<file path="src/rtl/trace_capture_buffer.sv">
// Ring-buffer trace capture for retired instructions: PC-match trigger, post-trigger fill, oldest-first readout.
// Optional macro TRACE_TIMESTAMP_EN adds a per-entry cycle timestamp and the RdTime output.
module trace_capture_buffer #(
  parameter int XLEN      = 32,
  parameter int DEPTH     = 16,
  parameter int POST_TRIG = 4,
  parameter int TS_W      = 16
) (
  input  logic                     Clk,
  input  logic                     Rst,
  input  logic                     Valid,
  input  logic [XLEN-1:0]          PC,
  input  logic [31:0]              Instruction,
  input  logic                     RUWr,
  input  logic [4:0]               RdAddr,
  input  logic [XLEN-1:0]          RdData,
  input  logic                     Arm,
  input  logic                     TrigEn,
  input  logic [XLEN-1:0]          TrigPC,
  input  logic                     RdReq,
  output logic                     RdValid,
  output logic [XLEN-1:0]          RdPC,
  output logic [31:0]              RdInstr,
  output logic                     RdWbEn,
  output logic [4:0]               RdWbAddr,
  output logic [XLEN-1:0]          RdWbData,
  output logic [$clog2(DEPTH):0]   Count,
  output logic                     Overflow,
  output logic [1:0]               State
`ifdef TRACE_TIMESTAMP_EN
  ,
  output logic [TS_W-1:0]          RdTime
`endif
);

  localparam int AW = $clog2(DEPTH);

  typedef enum logic [1:0] {
    IDLE  = 2'd0,
    ARMED = 2'd1,
    POST  = 2'd2,
    DONE  = 2'd3
  } state_t;

  typedef struct packed {
`ifdef TRACE_TIMESTAMP_EN
    logic [TS_W-1:0] ts;
`endif
    logic [XLEN-1:0] pc;
    logic [31:0]     instr;
    logic            wb_en;
    logic [4:0]      wb_addr;
    logic [XLEN-1:0] wb_data;
  } entry_t;

  state_t        r_state;
  state_t        w_state_next;
  logic [AW-1:0] r_wp;
  logic [AW-1:0] r_post;
  logic [AW:0]   r_count;
  logic          r_overflow;
  logic          r_rd_valid;
  entry_t        r_rd_entry;
  entry_t        r_mem [DEPTH];
  entry_t        w_entry;
  logic          w_capture;
  logic          w_trigger;
  logic          w_read;
  logic [AW-1:0] w_rd_idx;

`ifdef TRACE_TIMESTAMP_EN
  logic [TS_W-1:0] r_ts;
  logic [TS_W-1:0] w_ts_inc;

  // Stored stamp is the post-edge counter value, i.e. cycles elapsed since the Arm cycle.
  assign w_ts_inc = (&r_ts) ? r_ts : r_ts + 1'b1;

  always_ff @(posedge Clk) begin
    if (Rst || Arm) r_ts <= '0;
    else            r_ts <= w_ts_inc;
  end

  assign w_entry.ts = w_ts_inc;
  assign RdTime     = r_rd_entry.ts;
`endif

  assign w_entry.pc      = PC;
  assign w_entry.instr   = Instruction;
  assign w_entry.wb_en   = RUWr;
  assign w_entry.wb_addr = RdAddr;
  assign w_entry.wb_data = RdData;

  // When full, count[AW-1:0] is zero and the oldest entry sits at the write pointer.
  assign w_rd_idx = r_wp - r_count[AW-1:0];

  // NOTE: every signal assigned here gets a default first, so no path can infer a latch.
  always_comb begin
    w_state_next = r_state;
    w_capture    = 1'b0;
    w_trigger    = 1'b0;
    w_read       = 1'b0;
    if (Arm) begin
      w_state_next = ARMED;
    end else begin
      case (r_state)
        ARMED: begin
          w_capture = Valid;
          w_trigger = Valid && TrigEn && (PC == TrigPC);
          if (w_trigger) w_state_next = (POST_TRIG == 0) ? DONE : POST;
        end
        POST: begin
          w_capture = Valid;
          if (Valid && r_post == AW'(1)) w_state_next = DONE;
        end
        DONE:    w_read = RdReq && (r_count != '0);
        default: ;
      endcase
    end
  end

  // NOTE: state uses non-blocking assignments so every register samples pre-edge values.
  always_ff @(posedge Clk) begin
    if (Rst) begin
      r_state    <= IDLE;
      r_wp       <= '0;
      r_count    <= '0;
      r_post     <= '0;
      r_overflow <= 1'b0;
      r_rd_valid <= 1'b0;
      r_rd_entry <= '0;
    end else if (Arm) begin
      r_state    <= ARMED;
      r_wp       <= '0;
      r_count    <= '0;
      r_post     <= '0;
      r_overflow <= 1'b0;
      r_rd_valid <= 1'b0;
    end else begin
      r_state    <= w_state_next;
      r_rd_valid <= w_read;
      if (w_capture) begin
        r_wp <= r_wp + 1'b1;
        if (r_count == (AW+1)'(DEPTH)) r_overflow <= 1'b1;
        else                           r_count    <= r_count + 1'b1;
      end
      if (w_trigger)                         r_post <= AW'(POST_TRIG);
      else if (w_capture && r_state == POST) r_post <= r_post - 1'b1;
      if (w_read) begin
        r_count    <= r_count - 1'b1;
        r_rd_entry <= r_mem[w_rd_idx];
      end
    end
  end

  // NOTE: the storage array has no reset; Count alone defines which entries are meaningful.
  always_ff @(posedge Clk) begin
    if (!Rst && w_capture) r_mem[r_wp] <= w_entry;
  end

  assign RdValid  = r_rd_valid;
  assign RdPC     = r_rd_entry.pc;
  assign RdInstr  = r_rd_entry.instr;
  assign RdWbEn   = r_rd_entry.wb_en;
  assign RdWbAddr = r_rd_entry.wb_addr;
  assign RdWbData = r_rd_entry.wb_data;
  assign Count    = r_count;
  assign Overflow = r_overflow;
  assign State    = r_state;

endmodule

</file>
<file path="config.mk">
export PLATFORM = sky130hd
export DESIGN_NAME = trace_capture_buffer
export DESIGN_NICKNAME = d
export VERILOG_FILES = /design/src/rtl/trace_capture_buffer.sv
export SDC_FILE = /design/constraint.sdc
export NUM_CORES = 2
export LEC_CHECK = 0
export BUFFER_PORTS_ARGS = -buffer_cell sky130_fd_sc_hd__buf_2
export CAP_MARGIN = 0
export CELL_PAD_IN_SITES_DETAIL_PLACEMENT = 0
export CELL_PAD_IN_SITES_GLOBAL_PLACEMENT = 1
export CORE_MARGIN = 2
export CORE_UTILIZATION = 46
export CTS_CLUSTER_DIAMETER = 150
export CTS_CLUSTER_SIZE = 8
export DETAILED_ROUTE_END_ITERATION = 6
export MAX_ROUTING_LAYER = met4
export PLACE_DENSITY = 0.67
export SLEW_MARGIN = 5
export SYNTH_ARGS = -nofsm -noshare
export SYNTH_HDL_FRONTEND = slang
export SYNTH_SLANG_ARGS = --single-unit
</file>
<file path="constraint.sdc">
create_clock -name Clk -period 18.6 [get_ports Clk]
set_clock_uncertainty 0.1 [all_clocks]
set_input_delay 2.79 -clock Clk [delete_from_list [all_inputs] [get_ports Clk]]
set_output_delay 2.79 -clock Clk [all_outputs]
set_load 0.03 [all_outputs]
</file>
; Word level (Yosys, flattened, before mapping)
; Memories as Yosys holds them, arrays and structs flattened. A register that Yosys moved wholly into a read port is not among the register bits.
; Cells that the tools add are included.
[op_classes]
n_addsub = 5
eq_ne = 11
muxes = 17
n_bitwise = 1
n_reduce_logical = 20
[op_table]
columns = operator, count
row1 = 32-bit == test, 1
row2 = 5-bit two-way mux, 3
row3 = 1-bit two-way mux, 9
row4 = 1-bit logical AND, 6
row5 = 3-bit two-way mux, 2
row6 = "2-bit != test, second input constant", 3
row7 = "3-bit != test, second input constant", 2
row8 = 2-bit AND reduction, 3
row9 = 3-bit AND reduction, 2
row10 = 2-bit nonzero test, 3
row11 = "5-bit by 1-bit adder with 5-bit output, second input constant", 1
row12 = "5-bit == test, second input constant", 1
row13 = 5-bit nonzero test, 1
row14 = "5-bit by 1-bit subtractor with 5-bit output, second input constant", 1
row15 = "4-bit by 1-bit adder with 4-bit output, second input constant", 1
row16 = "2-bit == test, second input constant", 2
row17 = "4-bit by 1-bit == test with 1-bit output, second input constant", 1
row18 = 2-bit two-way mux, 2
row19 = 2-bit one-hot mux with 2 select lines, 1
row20 = 2-bit OR reduction, 2
row21 = "4-bit by 1-bit subtractor with 4-bit output, second input constant", 1
row22 = 4-bit subtractor, 1
row23 = 3-bit nonzero test, 1
row24 = 3-bit OR reduction, 1
row25 = other kinds (3), 3
[totals]
ff_bits = 17
mem_bits_rw = 1632
in_bits = 140
output_inout_bits = 111
word_cells = 63
n_memories = 1
[mem_list]
columns = memory, depth, word_bits, read_ports, rd_clocked_by_memory_dff, write_ports, line_no
row1 = r_mem, 16, 102, 1, 1, 1, 64  ; entry_t r_mem [DEPTH];

; Logic depth before layout (Yosys ltp)
[logic_depth]
depth_word = 7
mapped_depth = 12

; Worst setup path after synthesis
; Ideal clock, no wire load.
[synth_path]
path_type = input -> register
from = input port Valid
to = memory r_mem[3][0] (netlist bit), enable pin
setup_ps = 688
arrival_time_ps = 10262
path_slack_ps = 7550
stages = 4
n_path_buf = 0
cell_sequence = nor2b_1 -> and3_1 -> nand2_1 -> nor3_1
[synth_between]
elab_chain_len = 5
[synth_lines]
columns = element, line_no
row1 = from (decl), 11  ; input logic Valid,
row2 = 1-bit two-way mux, 105  ; case (r_state)
row3 = 1-bit two-way mux, 102  ; if (Arm) begin
row4 = 1-bit logical AND, 157  ; if (!Rst && w_capture) r_mem[r_wp] <= w_entry;
row5 = 1-bit two-way mux, 157
row6 = 1-bit two-way mux (implied by the code), 157
row7 = to (decl), 64
; Every way passes these cells.

; Worst setup path in the final report
[layout_path]
from = input port Valid
to = memory r_mem[6][63] (netlist bit), enable pin
; The elaborated chain is that of the path after synthesis.

==> run metrics <==
status=complete, no violations; Max H-tree Level=4; CTS sink cnt=approximately 1800; first-pass GRT wire length=235000 um; post-synthesis sequential area ratio=76.34%; Max Used Layer=met4; Max stage delay cell, worst path=nor2_4; final wirelength=between 150000 and 200000 um; DRC errors left=0; clock latency on the worst-skew pair=840 ps; CP delay by family, top=simple AND/OR/NAND/NOR gates; hpwl dp=85370 um; RSZ-0062 raised after global routing=no; PortBufs=250; share of cells above drive strength 1=32.47%; CTS clk-pin slew, worst paths=roughly 50 ps; clk buf depth=3; I/O pin count=~250; Syn-to-layout area delta=14.96%; synthesized area=~0.067 mm^2; Die W=around 390 um; GP Congestion=0.7707; DR vias=approximately 33000; Mapped Cells=3133; Max Clock Freq=between 0.15 and 0.2 GHz; metal3 WL=~10000 um; Core Box Area=between 0.1 and 0.15 mm^2; antenna viol nets, final=0; Root Buffer=clkbuf_16; initial core utilization=46.30%; drt pass-1 iters=5; pwr/cell area=around 110 mW/mm^2; Tmin final=~5900 ps; Worst VDD drop=roughly 95 uV; setup bufs post-CTS=0; Post-CTS Hold Buffers=0; Crit Path Class=primary input to flip-flop; largest net degree at the start of global routing=~160; Final Max Tran Viols=0; Die ar.=between 0.1 and 0.15 mm^2; DRT met1 WL=approximately 69000 um; Worst Max-Slew Pin Slew=between 1000 and 1500 ps; commonest non-fill, non-tap cell in the layout=edfxtp_1; Via-to-Cell Ratio=5.873; CTS tree=built; WP data arrival=just over 6000 ps; number of flops mapped to enable cells by yosys=about 1600; Fin. Hold Viols=0; Primary FF master, synth=edfxtp_1; WL/cell=28.66 um; period utilisation layout=31.66%; initial antenna violation count=21; critical path capture point type=flip-flop; Final Util=53.22%; Post-Route Setup TNS=0 ps; max-cap viol count=0; Die Ht=just under 400 um; commonest cells after routing, fill and taps aside=edfxtp_1 (1632), mux4_2 (408), buf_2 (249); first-iteration detailed-routing DRC count=3095; Cell Rows=140; Pleak=between 0.02 and 0.03 uW; worst path cell trace=buf_2, nor2b_1, and3_1, nand2_1, nor2_4, buf_4, buf_4; number of global-route vias before repair=around 35000; GRT Total Usage=about 22%; HP Class=flip-flop to flip-flop; CP Data Required Time=18930 ps; setup violators final=0; ys async rst share=0%; worst-path maximum fanout=51; Fill cells=11219; Post-CTS Resized=0; CTS Buf Count=roughly 240; syn_nets=roughly 3300; Worst path max stage delay=approximately 880 ps; met2 routed WL=77660 um; Setup crit start kind=primary input; Cell variety after synth=between 40 and 50; Crit path top cell by count=buf_4; #FFs+latches synth=1751; crit path buf inv count=3; global route overflow=0; Synth Warn #=0; Rel. slew slack=between 10% and 20%; syn_area_per_cell=between 20 and 25 um^2; Nets=3652
[registers in the layout (all words and copies together), names as in the netlist]
register  count
Count         5
RdWbEn        1
r_mem      1632
r_wp          4
RdWbData     32
RdValid       1
RdWbAddr      5
RdPC         32
Overflow      1
RdInstr      32
r_post        4
State         2
[area by class of cell]
class,instances,area [um^2],area share (%)
antenna,6,15.01,0.01940
clock buffer,408,6615,8.549
clock inverter,12,171.4,0.2215
inverter,16,72.57,0.09378
multi-input combinational,1183,14980,19.36
sequential,1751,51390,66.41
tap,1917,2399,3.100
timing repair buffer,307,1735,2.243
[kinds of logic (layout without fill, tap and decap cells)]
| group | count (synthesis) | after routing | synth area share, % |
|---|---|---|---|
| xor+xnor | 43 | 43 | 0.5707 |
| flops | 1751 | 1751 | 76.34 |
| compound gates | 328 | 328 | 5.121 |
| fa+ha+maj | 17 | 17 | 0.3383 |
| simple gates | 386 | 386 | 2.309 |
| mux | 409 | 409 | 13.67 |
| buf+inv | 199 | 743 | 1.651 |
| other cells | 0 | 6 | 0 |
[metrics by stage]
| stage | power (uW) | instances | hold slack, ps | instance area, um^2 | setup WS (ps) |
|---|---|---|---|---|---|
| after floorplan | 4675 | 3133 | 404.0 | 67310 | 7550 |
| after global routing | 8956 | 5600 | 441.3 | 77380 | 12540 |
| final | 8683 | 5600 | 399.3 | 77380 | 12710 |
| after CTS | 8767 | 5594 | 399.9 | 77360 | 12750 |
| after global placement | 4824 | 5174 | 382.0 | 70580 | 11990 |
| after detailed placement | 4833 | 5174 | 393.3 | 70580 | 11820 |
[final timing paths]
path	from	end	slack [ps]	cells past startpoint
hold reg to reg	RdPC[14]	RdPC[14]	400	2
hold / removal	RdPC[14]	RdPC[14]	400	2
setup / recovery	Valid	r_mem[6][63]	12710	7
setup reg to reg	r_wp[0]	RdPC[21]	13070	10
[layer usage]
| layer | track usage (%) | up-vias |
|---|---|---|
| met2 | 34.24 | 1204 |
| met3 | 4.262 | 224 |
| met1 | 30.46 | 17662 |
| li1 | - | 13796 |
| met4 | 6.289 | 0 |
| met5 | - | - |
[power by group]
group | internal, uW | total [uW] | switching [uW]
clock network | 2370 | 3930 | 1560
registers | 4320 | 4320 | 2.49
logic | 166 | 432 | 266
total | 6850 | 8680 | 1830
[Yosys cell counts (2+ instances only)]
| cell type | n | area share [%] |
|---|---|---|
| buf_4 | 31 | 0.35 |
| nor2b_1 | 3 | 0.028 |
| nand4_1 | 6 | 0.056 |
| fa_1 | 2 | 0.059 |
| nand2b_1 | 2 | 0.019 |
| o21ai_1 | 2 | 0.015 |
| nor3_1 | 7 | 0.052 |
| xor2_1 | 26 | 0.34 |
| mux4_2 | 408 | 14 |
| nor2_1 | 130 | 0.72 |
| buf_6 | 27 | 0.45 |
| ha_1 | 15 | 0.28 |
| nor4_1 | 7 | 0.065 |
| buf_2 | 34 | 0.25 |
| a221oi_1 | 2 | 0.026 |
| a211oi_1 | 4 | 0.045 |
| a21o_1 | 2 | 0.022 |
| edfxtp_1 | 1632 | 73 |
| a221oi_2 | 99 | 2.2 |
| a211oi_2 | 99 | 1.8 |
| and3_1 | 2 | 0.019 |
| nand3_1 | 4 | 0.030 |
| buf_1 | 25 | 0.14 |
| inv_1 | 15 | 0.084 |
| nand2_1 | 218 | 1.2 |
| a21oi_1 | 111 | 0.83 |
| clkbuf_1 | 66 | 0.37 |
| xnor2_1 | 16 | 0.21 |
| dfxtp_1 | 119 | 3.5 |
[worst register-to-register path, delay by kind of cell (launching register included)]
kind / cells / cell delay, ps
adders and majority gates: 2 / 1360
muxes: 1 / 490
DFF: 1 / 420
and+or+nand+nor: 1 / 80
buffers and inverters: 3 / 2170
AOI/OAI and AO/OA: 3 / 770
Power figures use the tool's default switching activity.
